**config.mk**
```make
export PLATFORM = sky130hd
export DESIGN_NAME = bp_fe_fetch_queue
export DESIGN_NICKNAME = d
export VERILOG_FILES = /design/src/rtl/bp_fe_fetch_queue.sv
export SDC_FILE = /design/constraint.sdc
export NUM_CORES = 1
export LEC_CHECK = 0
export CORE_MARGIN = 4
export CORE_UTILIZATION = 25
export CTS_BUF_LIST = sky130_fd_sc_hd__clkbuf_16
export DETAILED_ROUTE_END_ITERATION = 7
export GPL_ROUTABILITY_DRIVEN = 0
export PLACE_DENSITY = 0.49
export SETUP_SLACK_MARGIN = 0.1
export SLEW_MARGIN = 20
export SYNTH_ARGS = -nofsm -noshare
export SYNTH_HDL_FRONTEND = slang
export SYNTH_SLANG_ARGS = --single-unit
```
**constraint.sdc**
```tcl
create_clock -name clk_i -period 21 [get_ports clk_i]
set_input_delay 2.1 -clock clk_i [delete_from_list [all_inputs] [get_ports clk_i]]
set_output_delay 2.1 -clock clk_i [all_outputs]
set_load 0.03 [all_outputs]
```
**src/rtl/bp_fe_fetch_queue.sv**
```systemverilog
// bp_fe_fetch_queue: in-order fetch packet FIFO with redirect flush between PC generation and backend
module bp_fe_fetch_queue #(
   parameter int vaddr_width_p               = 39,
   parameter int instr_width_p               = 32,
   parameter int branch_metadata_fwd_width_p = 36,
   parameter int els_p                       = 8
) (
   input  logic                                   clk_i,
   input  logic                                   reset_n_i,
   input  logic                                   flush_i,
   input  logic                                   fetch_v_i,
   input  logic [vaddr_width_p-1:0]               fetch_pc_i,
   input  logic [instr_width_p-1:0]               fetch_instr_i,
   input  logic [branch_metadata_fwd_width_p-1:0] fetch_br_metadata_i,
   output logic                                   fetch_yumi_o,
   output logic                                   fe_queue_v_o,
   output logic [vaddr_width_p-1:0]               fe_queue_pc_o,
   output logic [instr_width_p-1:0]               fe_queue_instr_o,
   output logic [branch_metadata_fwd_width_p-1:0] fe_queue_br_metadata_o,
   input  logic                                   fe_queue_yumi_i,
   output logic [$clog2(els_p+1)-1:0]             count_o
);
   localparam int ptr_w = $clog2(els_p);
   localparam int cnt_w = $clog2(els_p+1);
   localparam int pkt_w = vaddr_width_p + instr_width_p + branch_metadata_fwd_width_p;
   logic [pkt_w-1:0] mem_q [els_p];
   logic [ptr_w:0]   rptr_q, rptr_d, wptr_q, wptr_d;
   logic [cnt_w-1:0] count_q, count_d;
   logic             empty, full, enq, deq;
   // Pointers carry an extra wrap bit so full and empty are distinguishable at equal indices
   always_comb begin
      empty   = rptr_q == wptr_q;
      full    = (rptr_q[ptr_w-1:0] == wptr_q[ptr_w-1:0]) & (rptr_q[ptr_w] != wptr_q[ptr_w]);
      enq     = fetch_v_i & ~full & ~flush_i & reset_n_i;
      deq     = fe_queue_yumi_i & ~empty & ~flush_i;
      wptr_d  = enq ? wptr_q + (ptr_w+1)'(1) : wptr_q;
      rptr_d  = flush_i ? wptr_q : deq ? rptr_q + (ptr_w+1)'(1) : rptr_q;
      count_d = flush_i ? '0 : count_q + cnt_w'(enq) - cnt_w'(deq);
   end
   always_ff @(posedge clk_i or negedge reset_n_i) begin
      if (!reset_n_i) begin
         rptr_q  <= '0;
         wptr_q  <= '0;
         count_q <= '0;
      end else begin
         rptr_q  <= rptr_d;
         wptr_q  <= wptr_d;
         count_q <= count_d;
      end
   end
   always_ff @(posedge clk_i) begin
      if (enq) mem_q[wptr_q[ptr_w-1:0]] <= {fetch_pc_i, fetch_instr_i, fetch_br_metadata_i};
   end
   assign fetch_yumi_o = enq;
   assign fe_queue_v_o = ~empty;
   assign count_o      = count_q;
   assign {fe_queue_pc_o, fe_queue_instr_o, fe_queue_br_metadata_o} = mem_q[rptr_q[ptr_w-1:0]];
endmodule
```
==> summary.md, run 1 <==
| Metric | Value |
|---|---|
| Status | `completed` |
| R2r setup slk | `16.43 ns` |
| Nets | `1734` |
| Yosys warning total | `0` |
| Number of global-route vias before repair | `16.34k` |
| Cell Int Power | `3.830 mW` |
| Avg Synthesized Cell Area | `25.12 um^2` |
| Clock Path Buffers | `3` |
| Register Area | `0.02602 mm^2` |
| Switching share of power | `30.27%` |
| Tcrit/Tclk final | `36.61%` |
| Top cell type's share of synthesized area | `76.99%` |
| Leakage | `12.71 nW` |
| Critical path origin | `rptr_q[0]` |
| Via count | `14.55k` |
| Pin count of the biggest net entering global routing | `108` |
| Skew final | `0.01727 ns` |
| Die footprint | `0.1395 mm^2` |
| Initial DRT Pass Iterations | `5` |
| Slowest Stage Delay on Critical Path | `0.95 ns` |
| Pins Over Slew Limit | `0` |
| CP endpoint kind | `output port` |
| CP required | `18.90 ns` |
| Pwr/cell area | `134.9 mW/mm^2` |
| FFs w/ async S/R, synth | `1.382%` |
| Post-cts sizing count | `0` |
| Synthesized area | `0.03339 mm^2` |
| Post-route setup TNS | `0 ns` |
| Die X | `373.5 um` |
| Most frequent cells in the layout | `edfxtp_1 (856), clkdlybuf4s50_1 (224), mux4_2 (214), clkbuf_16 (99), mux2_4 (80)` |
| Synth cell types | `42` |
| Critical path arrival | `5.59 ns` |
| Syn_nets | `1448` |
| Starting DRC count in detailed routing | `966` |
| Startpoint types | `flop` |
| Starting density of the core | `25.27%` |
| CP max-delay cell | `dfrtp_4` |
| DRC | `0` |
| Register bit total from synthesis | `868` |
| Critical R2R Launch | `rptr_q[0]` |
| DP HPWL | `39.36 mm` |
| R2R depth | `7` |
| Combinational power share | `32.6%` |
| GRT Util Overall | `10.64%` |
| Die Span Y | `373.5 um` |
| CP cell instances | `buf_4, buf_4, buf_4, mux4_2, mux2_2, clkdlybuf4s50_1` |
| Synth-to-Final Area Change | `21.92%` |
| Worst setup path endpoint | `fe_queue_pc_o[17]` |
| Core Rows | `133` |
| Total congestion overflow | `0` |
| Seq/Total Area, Yosys | `77.89%` |
| Leading cell type in the layout, fill and taps excluded | `edfxtp_1` |
| Fmax | `130.1 MHz` |
| Number of port buffers | `224` |
| Hold WS | `0.5875 ns` |
| Hold Buf Count CTS | `0` |
| Slew margin rel. | `33.75%` |
| Dominant cell type by area after synthesis | `edfxtp_1` |
| Reg power frac | `37.8%` |
| Clk sink count | `868` |
| Worst-Skew Late Latency | `0.69 ns` |
| Crit-path most repeated cell | `buf_4` |
| Crit-path max FO | `42` |
| Design Power | `5.493 mW` |
| Final Critical Period | `7.688 ns` |
| Area of the multi-input gates | `0.006895 mm^2` |
| Clock Pin Slew Worst Setup and Hold Paths | `0.06 ns` |
| Layout cells sized above 1 | `29.36%` |
| Initial antenna violation count | `12` |
| Detailed Route WL | `74.24 mm` |
| Filler instances | `12.74k` |
| Worst Hold Class | `reg -> reg` |
| Antenna-violating nets left | `0` |
| NetSw | `1.663 mW` |
| First-pass GRT wire length | `110.3 mm` |
| Worst R2R End | `mem_q[2][22]` |
| Unrepaired setup endpoints after global routing | `false` |
| Worst vdd rail ir drop | `0.1074 mV` |
| Max-cap viol count | `0` |
| Least-Margin Pin Slew | `0.9937 ns` |
| Vias/cell | `4.212` |
| Kind of critical path | `reg -> out` |
| Clock Power Share | `29.6%` |
| CTS H-tree depth | `3` |
| Top cells by area, synth | `edfxtp_1 (77%), mux4_2 (14%), mux2_4 (3.6%)` |
| Hold Fails Final Rpt | `0` |
| Ys flop type | `edfxtp_1` |
| Gate count of the mapped netlist | `1329` |
| EDFF count, synth | `856` |
| Core area | `0.1321 mm^2` |
| Cts bufs inserted | `95` |
| DR WL/cell | `21.49 um` |
| I/O pin count | `225` |
| TritonCTS clock tree | `yes` |
| Final setup vio count | `0` |
| Post-CTS Setup Inserts | `0` |
| Root buf cell | `clkbuf_16` |
[per-layer routing]
layer / vias up / global-route usage (%) / wire (um)
li1: 6285 / - / -
met1: 7818 / 13.09 / 30850
met2: 311 / 17.89 / 37010
met3: 126 / 3.390 / 4553
met4: 8 / 3.218 / 1778
met5: - / 0 / 49
[cell families (layout without fill, tap and decap cells)]
group / count (synthesis) / count (layout) / synth area share (%)
fa+ha+maj: 7 / 7 / 0.2848
buf+inv: 73 / 437 / 1.596
xor+xnor: 14 / 14 / 0.3897
mux: 322 / 322 / 18.98
flops: 868 / 868 / 77.89
compound gates: 12 / 12 / 0.2699
other cells: 0 / 6 / 0
simple gates: 33 / 33 / 0.5958
[through the flow]
stage / worst slack, ns / std cells / instance area (um^2) / util [%]
3_3_place_gp: 13.80 / 3273 / 37630 / 28.48
2_1_floorplan: 6.670 / 1329 / 33390 / -
6_report: 13.31 / 3454 / 40710 / 30.81
5_1_grt: 12.66 / 3449 / 40690 / 30.80
3_5_place_dp: 13.77 / 3273 / 37630 / 28.48
4_1_cts: 12.94 / 3448 / 40690 / 30.80
[cell type report]
cell class / count / share of cell area, %
Sequential cell: 868 / 63.91
Multi-Input combinational cell: 388 / 16.94
Timing Repair Buffer: 253 / 6.104
Clock buffer: 99 / 6.086
Tap cell: 1755 / 5.394
Clock inverter: 76 / 1.445
Inverter: 9 / 0.08299
Antenna cell: 6 / 0.03688
[how the worst min path moves through the flow]
| stage | from | end | slack, ns | depth (start not counted) |
|---|---|---|---|---|
| after floorplan | rptr_q[3] | rptr_q[3] | 0.54 | 2 |
| final | rptr_q[3] | rptr_q[3] | 0.59 | 2 |
| after detailed placement | rptr_q[3] | rptr_q[3] | 0.58 | 2 |
| after global routing | rptr_q[3] | rptr_q[3] | 0.62 | 2 |
| after global placement | rptr_q[3] | rptr_q[3] | 0.55 | 2 |
| after CTS | rptr_q[3] | rptr_q[3] | 0.59 | 2 |
[sequential cells by signal, summed over array words and instances (netlist names)]
| name | cells |
|---|---|
| wptr_q | 4 |
| mem_q | 856 |
| count_o | 4 |
| rptr_q | 4 |
[worst max-delay path: cells and delay by family, from the launching register on]
| family | cells | cell delay [ns] |
|---|---|---|
| DFF | 1 | 0.95 |
| buffers and inverters | 4 | 2.95 |
| muxes | 2 | 0.88 |
[cells in the mapped netlist (5+ instances only)]
library cell / n
xnor2_1: 8
mux4_2: 214
ha_1: 6
buf_1: 5
xor2_1: 5
clkbuf_1: 14
dfrtp_1: 12
mux2_4: 80
mux2_2: 27
inv_1: 8
nor2_1: 5
buf_12: 11
buf_2: 28
edfxtp_1: 856
nand2_1: 6
[power groups by stage]
stage | clock (mW) | sequential (mW) | combinational [mW]
after floorplan | 0 | 2.07 | 1.33
after global placement | 0 | 2.12 | 1.84
after detailed placement | 0 | 2.12 | 1.84
after CTS | 1.68 | 2.09 | 1.85
after global routing | 1.76 | 2.09 | 1.92
final | 1.62 | 2.08 | 1.79
No activity file was read; power rests on OpenSTA's default activity.
==> run 2, diff against run 1 <==
clock period = 7.8 ns   (was 21 ns; I/O delays follow)
==> summary.md, run 2 (same netlist as run 1, synthesis figures left out) <==
| Metric | Value |
|---|---|
| Least-Margin Pin Slew | `0.9723 ns (-0.02141 ns)` |
| Delay-heaviest family, CP | `buffers and inverters` |
| Critical path buffer and inverter count | `3 (-1)` |
| DP HPWL | `40.50 mm (+2.9%)` |
| CTS H-tree depth | `3 (unchanged)` |
| Core area | `0.1321 mm^2 (unchanged)` |
| Core Rows | `133 (unchanged)` |
| Max reg flops | `856 (unchanged)` |
| Detailed Route WL | `76.27 mm (+2.7%)` |
| Hold Fails Final Rpt | `0 (unchanged)` |
| Number of port buffers | `224 (unchanged)` |
| Fmax | `203.4 MHz` |
| Layout cells sized above 1 | `29.14% (-0.22 points)` |
| Initial DRT Pass Iterations | `5 (unchanged)` |
| R2R depth | `5 (-2)` |
| End-of-flow core utilization | `30.81% (about the same)` |
| DRC | `0 (unchanged)` |
| CP endpoint kind | `output port` |
| Crit-path max FO | `44 (+4.8%)` |
| Number of global-route vias before repair | `16.41k (+0.44%)` |
| First-pass GRT wire length | `112.5 mm (+2.1%)` |
| Final Critical Period | `4.916 ns` |
| Antenna-violating nets left | `0 (unchanged)` |
| Startpoint types | `flop` |
| Area post-placement | `0.03769 mm^2 (+0.16%)` |
| Leading cell type in the layout, fill and taps excluded | `edfxtp_1` |
| GRT Util Overall | `10.90% (+0.26 points)` |
| Die X | `373.5 um (unchanged)` |
| Worst vdd rail ir drop | `0.2348 mV (+120%)` |
| Leakage | `12.72 nW (+0.11%)` |
| Most frequent cells in the layout | `edfxtp_1 (856), clkdlybuf4s50_1 (224), mux4_2 (214), clkbuf_16 (97), mux2_4 (80)` |
| Cts bufs inserted | `96 (+1.1%)` |
| Pin count of the biggest net entering global routing | `114 (+5.6%)` |
| R2r setup slk | `4.46 ns (-11.97 ns)` |
| Nets | `1733 (-0.058%)` |
| Crit-path most repeated cell | `buf_4` |
| Tcrit/Tclk final | `63.02%` |
| Slowest Stage Delay on Critical Path | `0.71 ns (-0.24 ns)` |
| Clock Path Buffers | `3 (unchanged)` |
| Starting DRC count in detailed routing | `936 (-3.1%)` |
| Critical R2R Launch | `rptr_q[0]` |
| Vias/cell | `4.235 (+0.54%)` |
| Critical path arrival | `4.14 ns (-1.45 ns)` |
| CP required | `7.02 ns (-11.88 ns)` |
| Total congestion overflow | `0 (unchanged)` |
| Hold Buf Count CTS | `0 (unchanged)` |
| Skew final | `0.02178 ns (+0.004502 ns)` |
| TritonCTS clock tree | `yes` |
| Initial antenna violation count | `12 (unchanged)` |
| Starting density of the core | `25.27% (unchanged)` |
| Worst R2R End | `mem_q[2][45]` |
| Post-CTS Setup Inserts | `0 (unchanged)` |
| Post-cts sizing count | `0 (unchanged)` |
| Clock Pin Slew Worst Setup and Hold Paths | `0.06 ns (about the same)` |
| Status | `completed` |
| Final std cells w/o fill | `3445 (-0.26%)` |
| Via count | `14.59k (+0.28%)` |
| Unrepaired setup endpoints after global routing | `false` |
| I/O pin count | `225 (unchanged)` |
| Design Power | `14.79 mW (+170%)` |
| Synth-to-Final Area Change | `21.91% (about the same)` |
| Kind of critical path | `reg -> out` |
| Final setup vio count | `0 (unchanged)` |
| Worst-Skew Late Latency | `0.67 ns (-0.02 ns)` |
| Pwr/cell area | `363.3 mW/mm^2 (+170%)` |
| Finished Cell Area | `0.04070 mm^2 (about the same)` |
| Worst Hold Class | `in -> async` |
| Root buf cell | `clkbuf_16` |
| CP cell instances | `buf_4, buf_4, mux4_2, mux2_4, clkdlybuf4s50_1` |
| Max-cap viol count | `0 (unchanged)` |
| Pins Over Slew Limit | `0 (unchanged)` |
| Slew margin rel. | `35.18% (+1.4 points)` |
| Die Span Y | `373.5 um (unchanged)` |
| CP max-delay cell | `dfrtp_4` |
| Clk sink count | `868 (unchanged)` |
| DR WL/cell | `22.14 um (+3.0%)` |
| Placed cells | `3271 (-0.061%)` |
| Die footprint | `0.1395 mm^2 (unchanged)` |
[run 2: worst max-delay path by stage]
stage / startpoint / end / slack (ns) / cells after the start
finish: rptr_q[1] / fe_queue_br_metadata_o[14] / 2.88 / 5
global route: rptr_q[1] / fe_queue_br_metadata_o[14] / 2.66 / 5
CTS: rptr_q[1] / fe_queue_br_metadata_o[14] / 2.72 / 5
detailed placement: rptr_q[1] / fe_queue_br_metadata_o[14] / 3.51 / 5
global placement: rptr_q[1] / fe_queue_br_metadata_o[14] / 3.53 / 5
floorplan: flush_i / mem_q[1][0] / -5.21 / 3
[run 2: stage by stage]
stage | hold slack [ns] | setup TNS, ns | setup WS, ns
global placement | 0.5575 | 0 | 3.527
global route | 0.4700 | 0 | 2.657
finish | 0.4680 | 0 | 2.884
floorplan | 0.4844 | -2282.18 | -5.210
CTS | 0.3889 | 0 | 2.722
detailed placement | 0.5686 | 0 | 3.508
[run 2: routing by layer]
metal	track usage [%]	share of wire, %	wire, um	up-vias
met5	0	0.12	88	-
met4	3.028	2.1	1597	10
met3	3.004	5.2	3936	120
met2	19.28	52	39290	311
met1	13.00	41	31360	7867
li1	-	-	-	6281
[run 2: cell type report]
type                       count  area, um^2
inverter                       9       33.78
multi-input combinational    388        6895
clock inverter                72       578.1
clock buffer                  97        2427
timing repair buffer         251        2545
antenna                        5       12.51
sequential                   868       26020
fill                       12684       91430
tap                         1755        2196
[run 2: where the power goes]
group / internal (mW) / total, mW / switching [mW] / leakage, nW
logic: 2.39 / 4.95 / 2.55 / 3.30
clock network: 2.51 / 4.29 / 1.78 / 1.56
registers: 5.36 / 5.55 / 0.193 / 7.86
==> run 3, diff against run 2 <==
PLACE_DENSITY = 0.51   (was 0.49)
clock period = 4.15 ns   (was 7.8 ns; I/O delays follow)
==> summary.md, run 3 (same netlist as run 1, synthesis figures left out) <==
| Metric | Value |
|---|---|
| Worst Hold Class | `in -> reg` |
| Register Area | `0.02602 mm^2 (unchanged)` |
| Critical path origin | `rptr_q[1]` |
| Cts bufs inserted | `96 (unchanged)` |
| Post-route setup TNS | `0 ns (unchanged)` |
| Skew final | `0.01753 ns (-0.004242 ns)` |
| Kind of critical path | `reg -> out` |
| Slew margin rel. | `54.05% (+19 points)` |
| Starting DRC count in detailed routing | `1033 (+10%)` |
| Tcrit/Tclk final | `88.95%` |
| Layout cells sized above 1 | `31.03% (+1.9 points)` |
| Max-cap viol count | `0 (unchanged)` |
| Filler instances | `12.65k (-0.27%)` |
| Initial DRT Pass Iterations | `5 (unchanged)` |
| Nets | `1769 (+2.1%)` |
| Leading cell type in the layout, fill and taps excluded | `edfxtp_1` |
| Die footprint | `0.1395 mm^2 (unchanged)` |
| DR WL/cell | `22.06 um (-0.38%)` |
| Die X | `373.5 um (unchanged)` |
| DP HPWL | `42.06 mm (+3.8%)` |
| Final Critical Period | `3.691 ns` |
| Finished Cell Area | `0.04129 mm^2 (+1.4%)` |
| Number of global-route vias before repair | `16.09k (-2.0%)` |
| Max reg flops | `856 (unchanged)` |
| Detailed Route WL | `76.86 mm (+0.77%)` |
| Status | `completed` |
| CP required | `3.73 ns (-3.29 ns)` |
| Antenna-violating nets left | `0 (unchanged)` |
| Clock Pin Slew Worst Setup and Hold Paths | `0.06 ns (about the same)` |
| Pwr/cell area | `680.6 mW/mm^2 (+87%)` |
| Area of the multi-input gates | `0.006957 mm^2 (+0.89%)` |
| Core Rows | `133 (unchanged)` |
| Number of port buffers | `224 (unchanged)` |
| Area post-placement | `0.03818 mm^2 (+1.3%)` |
| Die Span Y | `373.5 um (unchanged)` |
| Worst-Skew Late Latency | `0.68 ns (about the same)` |
| R2R depth | `9 (+4)` |
| First-pass GRT wire length | `112.0 mm (-0.46%)` |
| Starting density of the core | `25.27% (unchanged)` |
| Setup slack at placement | `0.8964 ns (-2.611 ns)` |
| R2r setup slk | `1.23 ns (-3.23 ns)` |
| Core area | `0.1321 mm^2 (unchanged)` |
| Final setup vio count | `0 (unchanged)` |
| Worst vdd rail ir drop | `0.5369 mV (+130%)` |
| I/O pin count | `225 (unchanged)` |
| Root buf cell | `clkbuf_16` |
| Setup ws final | `0.4586 ns (-2.426 ns)` |
| Worst setup path endpoint | `fe_queue_pc_o[2]` |
| Clock Path Buffers | `3 (unchanged)` |
| Clk sink count | `868 (unchanged)` |
| Crit-path max FO | `33 (-25%)` |
| GRT Util Overall | `10.88% (-0.023 points)` |
| Pins Over Slew Limit | `0 (unchanged)` |
| Startpoint types | `flop` |
| DRC | `0 (unchanged)` |
| Leakage | `12.98 nW (+2.0%)` |
| Most frequent cells in the layout | `edfxtp_1 (856), clkdlybuf4s50_1 (224), mux4_2 (214), clkbuf_16 (96), mux2_4 (80)` |
| Synth-to-Final Area Change | `23.66%` |
| Pin count of the biggest net entering global routing | `63 (-45%)` |
| CP endpoint kind | `output port` |
| Total congestion overflow | `0 (unchanged)` |
| CTS H-tree depth | `3 (unchanged)` |
| Hold Fails Final Rpt | `0 (unchanged)` |
| Fmax | `270.9 MHz` |
| Vias/cell | `4.232 (about the same)` |
| Least-Margin Pin Slew | `0.6892 ns (-0.2831 ns)` |
| Critical path arrival | `3.28 ns (-0.86 ns)` |
| Critical R2R Launch | `rptr_q[0]` |
| Via count | `14.75k (+1.1%)` |
| Initial antenna violation count | `15 (+3)` |
| TritonCTS clock tree | `yes` |
| Unrepaired setup endpoints after global routing | `false` |
| Worst R2R End | `count_o[2]` |
run 3: cell types whose count changed in the layout (fill, tap and decap cells not counted), sizes merged:
cell / before / now
buf: 27 / 62
clkbuf: 97 / 96
clkinv: 36 / 33
diode: 5 / 9
inv: 36 / 37
bufinv: 8 / 6
dlygate4sd3: 0 / 1
clkinvlp: 1 / 6
run 3: worst min-delay path by stage:
stage / endpoint / startpoint / cells past startpoint / slack [ns]
2_1_floorplan: count_o[0] / reset_n_i / 0 / 0.12
3_3_place_gp: rptr_q[3] / rptr_q[3] / 2 / 0.58
3_5_place_dp: rptr_q[3] / rptr_q[3] / 2 / 0.60
4_1_cts: mem_q[3][76] / fetch_pc_i[8] / 1 / 0.37
5_1_grt: mem_q[2][17] / fetch_br_metadata_i[17] / 1 / 0.42
6_report: count_o[3] / flush_i / 3 / 0.46
run 3: through the flow:
| stage | utilization, % | power [mW] | instances | hold WS, ns |
|---|---|---|---|---|
| 6_report | 31.25 | 28.10 | 3485 | 0.4571 |
| 5_1_grt | 31.23 | 29.44 | 3476 | 0.4171 |
| 4_1_cts | 31.14 | 28.58 | 3463 | 0.3706 |
| 3_5_place_dp | 28.89 | 20.44 | 3293 | 0.6030 |
| 3_3_place_gp | 28.89 | 20.38 | 3293 | 0.5822 |
| 2_1_floorplan | - | 17.18 | 1329 | 0.1194 |
run 3: layout make-up:
cell class / instances / area share (%)
sequential: 868 / 63.01
multi-input combinational: 388 / 16.85
timing repair buffer: 287 / 7.521
clock buffer: 96 / 5.818
tap: 1755 / 5.318
clock inverter: 73 / 1.345
inverter: 9 / 0.08182
antenna: 9 / 0.05455
run 3: power breakdown:
group	leakage (nW)	total [mW]	internal, mW	switching (mW)
sequential	7.86	10.3	10.1	0.281
clock	1.52	7.99	4.58	3.41
combinational	3.60	9.77	4.79	4.98
run 3: timing repair:
| action | CTS | global route |
|---|---|---|
| gates resized for setup | 0 | 0 |
| buffers inserted | 0 | 13 |
| hold buffers | 1 | 0 |
| endpoints found under the hold margin | 12 | 0 |
| endpoints found under the setup margin | 0 | 10 |
run 3: worst max-delay path, cell delays in order, from the launching register on:
cell             delay [ns]
dfrtp_4                0.74
buf_4                  0.52
mux4_2                 0.40
mux2_4                 0.29
clkdlybuf4s50_1        0.60
run 3: per-layer routing:
| metal | track usage [%] | routed length [um] | vias up | share of wire [%] |
|---|---|---|---|---|
| met5 | 0 | 63 | - | 0.082 |
| met4 | 2.859 | 1379 | 10 | 1.8 |
| met1 | 13.63 | 32480 | 7983 | 42 |
| met2 | 18.37 | 38460 | 312 | 50 |
| li1 | - | - | 6343 | - |
| met3 | 3.243 | 4482 | 102 | 5.8 |
